`src/rtl/gcn_argmax_pkg.sv`:
```
// -----------------------------------------------------------------------------
// gcn_argmax_pkg
//
// Shared definitions for the GCN argmax stage:
//   - argmax_state_t : controller states of argmax_sequencer
//   - DEF_*          : default dimensions of the output feature matrix and the
//                      widths of its row/column indices and scores
// -----------------------------------------------------------------------------
package gcn_argmax_pkg;

  // Default geometry of the output feature matrix (nodes x classes).
  localparam int DEF_FEATURE_ROWS = 6;
  localparam int DEF_OUT_COLS     = 3;

  // Default widths: signed score, row index, column/class index.
  localparam int DEF_DATA_WIDTH   = 16;
  localparam int DEF_ROW_W        = 3;
  localparam int DEF_COL_W        = 2;

  // Controller states.
  //   IDLE  : waiting for start
  //   FETCH : issuing one read per column of the current row
  //   LAST  : no read; the final column's data is being captured
  //   WRITE : writing the winning class of the current row
  //   DONE  : one-cycle completion pulse
  typedef enum logic [2:0] {
    IDLE  = 3'd0,
    FETCH = 3'd1,
    LAST  = 3'd2,
    WRITE = 3'd3,
    DONE  = 3'd4
  } argmax_state_t;

endpackage : gcn_argmax_pkg

```
`src/rtl/argmax_compare_unit.sv`:
```
// -----------------------------------------------------------------------------
// argmax_compare_unit
//
// Running-maximum tracker for one row of signed scores. The read request that
// the sequencer issues (strobe + column) is delayed by one cycle so it lines up
// with the memory's read data, which arrives exactly one cycle after the
// strobe. Column 0 always seeds the maximum; later columns replace it only when
// strictly greater, so ties keep the lower class index.
//
// Ports:
//   clk        in   system clock, rising edge
//   reset      in   asynchronous, active-high reset
//   req_valid  in   read strobe issued this cycle (fm_read_en)
//   req_col    in   column addressed by that read (fm_read_col)
//   rd_data    in   signed score, valid one cycle after req_valid
//   best_idx   out  class index of the running maximum for the current row
// -----------------------------------------------------------------------------
module argmax_compare_unit
  import gcn_argmax_pkg::*;
#(
  parameter int COL_W      = DEF_COL_W,
  parameter int DATA_WIDTH = DEF_DATA_WIDTH
) (
  input  logic                  clk,
  input  logic                  reset,
  input  logic                  req_valid,
  input  logic [COL_W-1:0]      req_col,
  input  logic [DATA_WIDTH-1:0] rd_data,
  output logic [COL_W-1:0]      best_idx
);

  // Request delayed to the cycle in which its data is on rd_data.
  logic                         rd_valid;
  logic [COL_W-1:0]             rd_col;

  // Running maximum, kept signed so the comparison is two's-complement.
  logic signed [DATA_WIDTH-1:0] max_val;
  logic [COL_W-1:0]             max_idx;

  logic signed [DATA_WIDTH-1:0] score;
  assign score = $signed(rd_data);

  // NOTE: sequential state is updated with non-blocking assignments only, so
  // every register samples the pre-edge values of its inputs regardless of the
  // order in which always_ff blocks are evaluated.
  always_ff @(posedge clk or posedge reset) begin
    if (reset) begin
      rd_valid <= 1'b0;
      rd_col   <= '0;
    end else begin
      rd_valid <= req_valid;
      rd_col   <= req_col;
    end
  end

  always_ff @(posedge clk or posedge reset) begin
    if (reset) begin
      max_val <= '0;
      max_idx <= '0;
    end else if (rd_valid) begin
      if (rd_col == '0) begin
        // First column of a row seeds the maximum, discarding the previous row.
        max_val <= score;
        max_idx <= '0;
      end else if (score > max_val) begin
        // Strict greater-than: an equal score keeps the earlier (lower) index.
        max_val <= score;
        max_idx <= rd_col;
      end
    end
  end

  assign best_idx = max_idx;

endmodule : argmax_compare_unit

```
`src/rtl/argmax_sequencer.sv`:
```
// -----------------------------------------------------------------------------
// argmax_sequencer
//
// Final argmax stage of the GCN output. On start it walks the
// FEATURE_ROWS x OUT_COLS matrix of signed scores row by row, issuing one
// single-element read per cycle, tracks the running maximum of each row and
// writes the winning class index of every row to the argmax result store.
//
// Per row: OUT_COLS FETCH cycles (one read each), one LAST cycle in which the
// final column's data is captured, and one WRITE cycle -> OUT_COLS+2 cycles.
// After the last row a single DONE cycle pulses done and returns to IDLE.
//
// All outputs are decoded from registered state only (Moore); start and
// fm_read_data never reach an output combinationally. Address/data outputs are
// forced to 0 whenever their strobe is low.
//
// Ports:
//   clk                 in   system clock, rising edge
//   reset               in   asynchronous, active-high reset
//   start               in   single-cycle request to begin a full pass
//   fm_read_en          out  read strobe to the output feature-map memory
//   fm_read_row         out  row address of the read
//   fm_read_col         out  column address of the read
//   fm_read_data        in   read data, valid exactly 1 cycle after fm_read_en
//   argmax_write_en     out  result write strobe
//   argmax_write_row    out  row being written
//   argmax_write_class  out  winning class index for that row
//   busy                out  pass in progress (FETCH, LAST, WRITE)
//   done                out  one-cycle pulse when the pass completes
// -----------------------------------------------------------------------------
module argmax_sequencer
  import gcn_argmax_pkg::*;
#(
  parameter int FEATURE_ROWS = DEF_FEATURE_ROWS,
  parameter int OUT_COLS     = DEF_OUT_COLS,
  parameter int DATA_WIDTH   = DEF_DATA_WIDTH,
  parameter int ROW_W        = DEF_ROW_W,
  parameter int COL_W        = DEF_COL_W
) (
  input  logic                  clk,
  input  logic                  reset,
  input  logic                  start,
  output logic                  fm_read_en,
  output logic [ROW_W-1:0]      fm_read_row,
  output logic [COL_W-1:0]      fm_read_col,
  input  logic [DATA_WIDTH-1:0] fm_read_data,
  output logic                  argmax_write_en,
  output logic [ROW_W-1:0]      argmax_write_row,
  output logic [COL_W-1:0]      argmax_write_class,
  output logic                  busy,
  output logic                  done
);

  // Terminal counter values, sized to the counters they are compared with.
  localparam logic [ROW_W-1:0] LAST_ROW = ROW_W'(FEATURE_ROWS - 1);
  localparam logic [COL_W-1:0] LAST_COL = COL_W'(OUT_COLS - 1);

  argmax_state_t    state, state_next;
  logic [ROW_W-1:0] row,   row_next;
  logic [COL_W-1:0] col,   col_next;
  logic [COL_W-1:0] best_idx;

  // ---------------------------------------------------------------------------
  // Running-max datapath. It observes the reads as they are issued and
  // re-aligns them with the returning data internally.
  // ---------------------------------------------------------------------------
  argmax_compare_unit #(
    .COL_W      (COL_W),
    .DATA_WIDTH (DATA_WIDTH)
  ) u_compare (
    .clk       (clk),
    .reset     (reset),
    .req_valid (fm_read_en),
    .req_col   (fm_read_col),
    .rd_data   (fm_read_data),
    .best_idx  (best_idx)
  );

  // ---------------------------------------------------------------------------
  // State and counter registers
  // ---------------------------------------------------------------------------
  always_ff @(posedge clk or posedge reset) begin
    if (reset) begin
      state <= IDLE;
      row   <= '0;
      col   <= '0;
    end else begin
      state <= state_next;
      row   <= row_next;
      col   <= col_next;
    end
  end

  // ---------------------------------------------------------------------------
  // Next-state logic and Moore output decode
  // ---------------------------------------------------------------------------
  // NOTE: every signal written here gets a default before the case statement;
  // a path that leaves one unassigned would infer a latch.
  always_comb begin
    state_next         = state;
    row_next           = row;
    col_next           = col;
    fm_read_en         = 1'b0;
    fm_read_row        = '0;
    fm_read_col        = '0;
    argmax_write_en    = 1'b0;
    argmax_write_row   = '0;
    argmax_write_class = '0;
    busy               = 1'b0;
    done               = 1'b0;

    case (state)
      IDLE: begin
        // start is only honoured here; every pass begins at element (0,0).
        if (start) begin
          state_next = FETCH;
          row_next   = '0;
          col_next   = '0;
        end
      end

      FETCH: begin
        busy        = 1'b1;
        fm_read_en  = 1'b1;
        fm_read_row = row;
        fm_read_col = col;
        if (col == LAST_COL) begin
          col_next   = '0;
          state_next = LAST;
        end else begin
          col_next = col + 1'b1;
        end
      end

      LAST: begin
        // The final column's data is on fm_read_data now and is folded into
        // the running maximum at the end of this cycle, in time for WRITE.
        busy       = 1'b1;
        state_next = WRITE;
      end

      WRITE: begin
        busy               = 1'b1;
        argmax_write_en    = 1'b1;
        argmax_write_row   = row;
        argmax_write_class = best_idx;
        if (row == LAST_ROW) begin
          state_next = DONE;
        end else begin
          row_next   = row + 1'b1;
          state_next = FETCH;
        end
      end

      DONE: begin
        done       = 1'b1;
        row_next   = '0;
        state_next = IDLE;
      end

      default: begin
        // Unreachable encodings recover to a clean idle.
        state_next = IDLE;
        row_next   = '0;
        col_next   = '0;
      end
    endcase
  end

endmodule : argmax_sequencer

```
`config.mk`:
```
export PLATFORM = sky130hd
export DESIGN_NAME = argmax_sequencer
export DESIGN_NICKNAME = d
export VERILOG_FILES = /design/src/rtl/gcn_argmax_pkg.sv /design/src/rtl/argmax_compare_unit.sv /design/src/rtl/argmax_sequencer.sv
export SDC_FILE = /design/constraint.sdc
export NUM_CORES = 1
export LEC_CHECK = 0
export ABC_AREA = 0
export ABC_CLOCK_PERIOD_IN_PS = 3000
export BUFFER_PORTS_ARGS = -buffer_cell sky130_fd_sc_hd__buf_2
export CORE_MARGIN = 2
export CORE_UTILIZATION = 42
export CTS_BUF_LIST = sky130_fd_sc_hd__clkbuf_8
export DETAILED_ROUTE_END_ITERATION = 6
export GPL_TIMING_DRIVEN = 0
export SYNTH_ARGS = -nofsm -noshare
export SYNTH_HDL_FRONTEND = slang
export SYNTH_SLANG_ARGS = --single-unit
```
`constraint.sdc`:
```
create_clock -name clk -period 3 [get_ports clk]
set_input_delay 0.15 -clock clk [delete_from_list [all_inputs] [get_ports clk]]
set_output_delay 0.15 -clock clk [all_outputs]
set_load 0.02 [all_outputs]
```
==> impl_metrics.tcl, run 1 <==
set metrics [dict create \
    ys_ff_latch 29 \
    cts_tree "built" \
    reg2reg_depth 9 \
    fp.coreArea_um2 4058 \
    avgViaCountPerCell 5.109 \
    overflow 0 \
    syn2layout_area_growth_pct 17.97 \
    gp_congestion 0.7817 \
    insertion_delay_ps 280 \
    num_vias 1359 \
    slowest_delay_ps 380 \
    p_leak_nw 1.059 \
    hold_buffers 0 \
    path_class "flip-flop to flip-flop" \
    power.switching_mw 0.9105 \
    async_flop_share_pct 100.0 \
    ys_top_cells_by_count "29 x dfrtp_1, 22 x inv_1, 18 x ha_1, 13 x a21oi_1, 12 x nor2_1" \
    route.detailed.wl_per_inst_um 13.14 \
    rsz0062_at_grt "no" \
    port_buffers 32 \
    status "complete, no violations" \
    setup.worst_path.end_class "flip-flop" \
    fin_nets 252 \
    synth_edf_count 0 \
    cts_setup_buffers 0 \
    internal_power_mw 1.368 \
    powerDensity_nw_per_um2 1071 \
    hold_viol 0 \
    fin_crit_ps 2561 \
    hp-class "input pin to flip-flop" \
    report.final.slew_viol_count 0 \
    drive_gt1_share_pct 29.17 \
    dp_slack_ps 447.4 \
    worst_r2r_endpoint "u_compare.max_val[0]$_DFFE_PP0P_" \
    antenna_left 0 \
    grt_use_total_pct 15.91 \
    syn_nets 213 \
    power_mw 2.278 \
    hpwlAfterDp_um 2694 \
    timing.fmax_mhz 390.4 \
    synth_cell_types 33 \
    synth_top_area_share_pct 40.25 \
    cp-start-kind "flip-flop" \
    hold_slack_ps 100.1 \
    maxCapViolCount 0 \
    cts_resized 0 \
    worstPathRequired_ps 3170 \
    die_h_um 69.52 \
    cts-root-buf "clkbuf_8" \
    die_area_um2 4833 \
    netlist_top_cells_area "dfrtp_1 40%, ha_1 12%, mux2_4 8.3%" \
    syn_area_per_cell_um2 10.24 \
    drc 0 \
    ioPinCount 33 \
    clockPowerShare_pct 15.6 \
    synth_area_leader_cell "dfrtp_1" \
    seq_area_frac_synth_pct 40.25 \
    rows 23 \
    die_w_um 69.52 \
    totalWireLength_um 3494 \
    critPathLaunch "u_compare.max_val[15]$_DFFE_PP0P_" \
    slew_headroom_pct 26.50 \
    grt_max_degree 30 \
    switching_share_pct 39.96 \
    setup_ws_ps 438.8 \
    start_util_pct 44.43 \
    setup_violations 0 \
    crit_fanout 10 \
    cp_data_arrival_time_ps 2730 \
    crit_chain "inv_1 -> ha_1 -> nand3_2 -> nor4_2 -> nand2_1 -> o211a_2 -> a21oi_4 -> buf_12 -> mux2_4" \
    clock_path_buffers 2 \
    grt_pass1_vias 1430 \
    skew_ps 6.901 \
    power_frac_seq_pct 30.5 \
    path_depth 9 \
    synth_cells 176 \
    num_antenna_cells 0 \
    grt_pass1_wl_um 6182 \
    fin_crit_sh_pct 85.37 \
    worstMarginPinSlew_ps 1101 \
    ys.flop_type "dfrtp_1" \
    drtIter0Drc 32 \
    cp_top_family "simple AND/OR/NAND/NOR gates" \
    yosysWarnings 0 \
    yosysMostFrequentCell "dfrtp_1" \
    synth_area_um2 1803 \
    fill_cells 381 \
    comb_power_share_pct 53.9 \
    cts_sinks 29 \
    peakVddDrop_v 0.0005067 \
    cts.htree.levels 2 \
    rrSetupSlack_ps 440 \
    grt_antenna_before_repair 0 \
    tns_ps 0 \
    r2r-start "u_compare.max_val[15]$_DFFE_PP0P_" \
    crit_buf_inv 2 \
    cts_made_buffers 5 \
    clkSlewWorstSetupHoldPaths_ps 70 \
    slowest_stage "ha_1" \
    hold_path_depth 2 \
    crit_end "u_compare.max_val[0]$_DFFE_PP0P_" \
    dr.pass1.iters 4 \
]
-- sequential cells by signal (all words and copies together) (netlist names) --
register / cells
col: 2
u_compare.rd_col: 2
row: 3
state: 3
u_compare.best_idx: 2
u_compare.max_val: 16
u_compare.rd_valid: 1
-- placed cells by master (no fill, tap or decap), drive strengths merged, types with 2 or more instances in the layout --
| cell | count |
|---|---|
| nand2b | 3 |
| nand3 | 4 |
| a211oi | 4 |
| nand2 | 11 |
| inv | 22 |
| nor2 | 12 |
| o2111a | 2 |
| ha | 18 |
| a21oi | 14 |
| mux2 | 17 |
| dfrtp | 29 |
| a2111oi | 2 |
| o21ai | 6 |
| and2 | 9 |
| clkbuf | 10 |
| buf | 33 |
| nor3 | 9 |
-- cell type report --
| class | instances | area, µm² | share of cell area (%) |
|---|---|---|---|
| multi-input cells | 121 | 963.4 | 45.29 |
| flip-flops and latches | 29 | 725.7 | 34.12 |
| repair buffers | 32 | 160.2 | 7.529 |
| clock buffers | 7 | 96.34 | 4.529 |
| inverters | 22 | 82.58 | 3.882 |
| well taps | 50 | 62.56 | 2.941 |
| plain buffers | 4 | 31.28 | 1.471 |
| clock inverters | 1 | 5.005 | 0.2353 |
-- power groups by stage --
stage	combinational, mW	sequential (mW)	clock [mW]
floorplan	1.00	0.664	0
global placement	1.20	0.686	0
detailed placement	1.24	0.700	0
CTS	1.25	0.694	0.366
global route	1.37	0.720	0.391
finish	1.23	0.694	0.356
-- per-layer routing --
layer	part of all wire [%]	track usage [%]
met1	44	18.92
met2	50	26.92
met3	5.2	5.814
met4	1.3	4.575
met5	0	0
-- per-stage QoR --
stage          utilization (%)  cells  cell area, µm²
2_1_floorplan                -    176            1803
3_3_place_gp             49.92    258            2026
3_5_place_dp             49.92    258            2026
4_1_cts                  52.42    266            2127
5_1_grt                  52.42    266            2127
6_report                 52.42    266            2127
-- worst min path at each step --
stage | slack (ps) | endpoint | startpoint
3_5_place_dp | 390 | u_compare.max_val[6]$_DFFE_PP0P_ | fm_read_data[6]
2_1_floorplan | 230 | col[0]$_DFFE_PP0P_ | reset
4_1_cts | 100 | u_compare.max_val[6]$_DFFE_PP0P_ | fm_read_data[6]
3_3_place_gp | 390 | u_compare.max_val[7]$_DFFE_PP0P_ | fm_read_data[7]
6_report | 100 | u_compare.max_val[6]$_DFFE_PP0P_ | fm_read_data[6]
5_1_grt | 110 | u_compare.max_val[6]$_DFFE_PP0P_ | fm_read_data[6]
-- worst reg2reg max path, delay by kind of cell (launching register included) --
| kind | cells | cell delay, ps |
|---|---|---|
| adders and majority gates | 1 | 380 |
| DFF | 1 | 360 |
| buffers and inverters | 2 | 250 |
| and+or+nand+nor | 3 | 650 |
| muxes | 1 | 300 |
| AOI/OAI and AO/OA | 2 | 510 |
-- kinds of logic after synthesis --
group	synth area share [%]
DFF	40.25
and+or+nand+nor	16.31
muxes	12.70
AOI/OAI and AO/OA	11.94
buffers and inverters	6.315
adders and majority gates	12.49
Note: power is estimated with default switching activity, not from simulation.
==> inputs of run 2 (changes only) <==
--- a/config.mk
+++ b/config.mk
@@ -8,11 +8,14 @@
 export ABC_AREA = 0
 export ABC_CLOCK_PERIOD_IN_PS = 3000
 export BUFFER_PORTS_ARGS = -buffer_cell sky130_fd_sc_hd__buf_2
+export CELL_PAD_IN_SITES_DETAIL_PLACEMENT = 0
+export CELL_PAD_IN_SITES_GLOBAL_PLACEMENT = 1
 export CORE_MARGIN = 2
 export CORE_UTILIZATION = 42
 export CTS_BUF_LIST = sky130_fd_sc_hd__clkbuf_8
 export DETAILED_ROUTE_END_ITERATION = 6
 export GPL_TIMING_DRIVEN = 0
+export PLACE_DENSITY_LB_ADDON = 0.1
 export SYNTH_ARGS = -nofsm -noshare
 export SYNTH_HDL_FRONTEND = slang
 export SYNTH_SLANG_ARGS = --single-unit
==> run 2 against run 1 <==
  * Routed wire length is 0.60% higher
  * Hold slack better by 3.3 ps
  * First-iteration DRC count is 19% lower
  * Total power is 0.22% higher
  * Clock skew is 2.2 ps higher
  * Combinational power hardly changed
  * Non-clock buffer count stayed put
  * Global-route usage is 0.46 points lower
  * Largest power group unchanged
==> impl_metrics.tcl, run 2 (synthesis results as in run 1) <==
set metrics [dict create \
    path_class "flip-flop to flip-flop" \
    setup_violations 0 \
    cp_data_arrival_time_ps 2730 \
    hold_viol 0 \
    utilization_pct 52.42 \
    biggestRegsByFlops "u_compare.max_val x16, row x3, state x3" \
    crit_fanout 10 \
    hold_buffers 0 \
    fin_nets 252 \
    route.detailed.wl_per_inst_um 13.21 \
    port_buffers 32 \
    final_area_um2 2127 \
    num_antenna_cells 0 \
    peakVddDrop_v 0.0004755 \
    cp-start-kind "flip-flop" \
    rsz0062_at_grt "no" \
    final_common_cell "buf_2" \
    drc 0 \
    start_util_pct 44.43 \
    num_vias 1345 \
    insertion_delay_ps 280 \
    final_cell_mix "32 x buf_2, 29 x dfrtp_1, 22 x inv_1, 18 x ha_1, 13 x a21oi_1" \
    timing.fmax_mhz 390.8 \
    totalWireLength_um 3515 \
    largest_register_ffs 16 \
    cts_made_buffers 5 \
    grt_pass1_vias 1255 \
    worstMarginPinSlew_ps 1114 \
    dr.pass1.iters 4 \
    report.final.slew_viol_count 0 \
    worstPathRequired_ps 3170 \
    cts_sinks 29 \
    overflow 0 \
    rows 23 \
    hp-class "input pin to flip-flop" \
    ioPinCount 33 \
    die_area_um2 4833 \
    fill_cells 365 \
    clock_path_buffers 2 \
    slew_headroom_pct 25.68 \
    grt_pass1_wl_um 5871 \
    grt_antenna_before_repair 0 \
    cts.htree.levels 2 \
    maxCapViolCount 0 \
    grt_use_total_pct 15.46 \
    fin_crit_ps 2559 \
    fp.coreArea_um2 4058 \
    cts_resized 0 \
    powerDensity_nw_per_um2 1074 \
    avgViaCountPerCell 5.056 \
    clkSlewWorstSetupHoldPaths_ps 60 \
    hold_slack_ps 103.4 \
    status "complete, no violations" \
    fin_crit_sh_pct 85.31 \
    drive_gt1_share_pct 29.17 \
    p_leak_nw 1.059 \
    cts_setup_buffers 0 \
    cts_tree "built" \
    die_w_um 69.52 \
    cts-root-buf "clkbuf_8" \
    gp_congestion 0.7365 \
    syn2layout_area_growth_pct 17.97 \
    drtIter0Drc 26 \
    hpwlAfterDp_um 2670 \
    skew_ps 9.123 \
    regMostFlops "u_compare.max_val" \
    grt_max_degree 30 \
    die_h_um 69.52 \
    antenna_left 0 \
    setup.worst_path.end_class "flip-flop" \
    tns_ps 0 \
    place_area_um2 2026 \
]
## run 2: cell counts in the layout (fill, tap and decap cells not counted)
No cell type changed its count.
## run 2: per-stage QoR
| stage | cells | worst slack (ps) | total power [mW] |
|---|---|---|---|
| 6_report | 266 | 440.8 | 2.284 |
| 5_1_grt | 266 | 288.8 | 2.483 |
| 4_1_cts | 266 | 411.1 | 2.316 |
| 3_5_place_dp | 258 | 445.0 | 1.947 |
| 3_3_place_gp | 258 | 482.6 | 1.903 |
| 2_1_floorplan | 176 | 788.0 | 1.668 |
## run 2: final timing paths
path	cells past startpoint	slack, ps	start	to
hold reg to reg	1	500	u_compare.max_val[6]$_DFFE_PP0P_	u_compare.max_val[6]$_DFFE_PP0P_
max in group asynchronous	2	2180	reset	state[0]$_DFFE_PP0P_
hold / removal	2	100	fm_read_data[6]	u_compare.max_val[6]$_DFFE_PP0P_
setup reg to reg	9	440	u_compare.max_val[15]$_DFFE_PP0P_	u_compare.max_val[13]$_DFFE_PP0P_
setup / recovery	9	440	u_compare.max_val[15]$_DFFE_PP0P_	u_compare.max_val[13]$_DFFE_PP0P_
min in group asynchronous	2	140	reset	u_compare.max_val[2]$_DFFE_PP0P_
## run 2: layer usage
layer  vias up  wire (µm)  global-route usage (%)
met4         0         69                   6.318
met3         8        161                   5.233
met5         -          0                       0
li1        690          -                       -
met1       621       1734                   20.77
met2        26       1550                   22.76
## run 2: area by class of cell
class / instances / area, µm² / area share, %
multi-input cells: 121 / 963.4 / 45.29
flip-flops and latches: 29 / 725.7 / 34.12
repair buffers: 32 / 160.2 / 7.529
clock buffers: 7 / 96.34 / 4.529
inverters: 22 / 82.58 / 3.882
well taps: 50 / 62.56 / 2.941
plain buffers: 4 / 31.28 / 1.471
clock inverters: 1 / 5.005 / 0.2353
## run 2: worst max-delay path: stages, from the launching register on
cell and delay [ps]:
dfrtp_1 350, inv_1 50, ha_1 390, nand3_2 140, nor4_2 350, nand2_1 150
o211a_2 200, a21oi_4 310, buf_12 200, mux2_4 310
## run 2: where the power goes
part	internal [mW]	total, mW	switching (mW)	leakage, nW
Combinational	0.585	1.24	0.650	0.655
Sequential	0.575	0.691	0.116	0.350
Clock	0.207	0.357	0.150	0.0542
Total	1.37	2.28	0.916	1.06
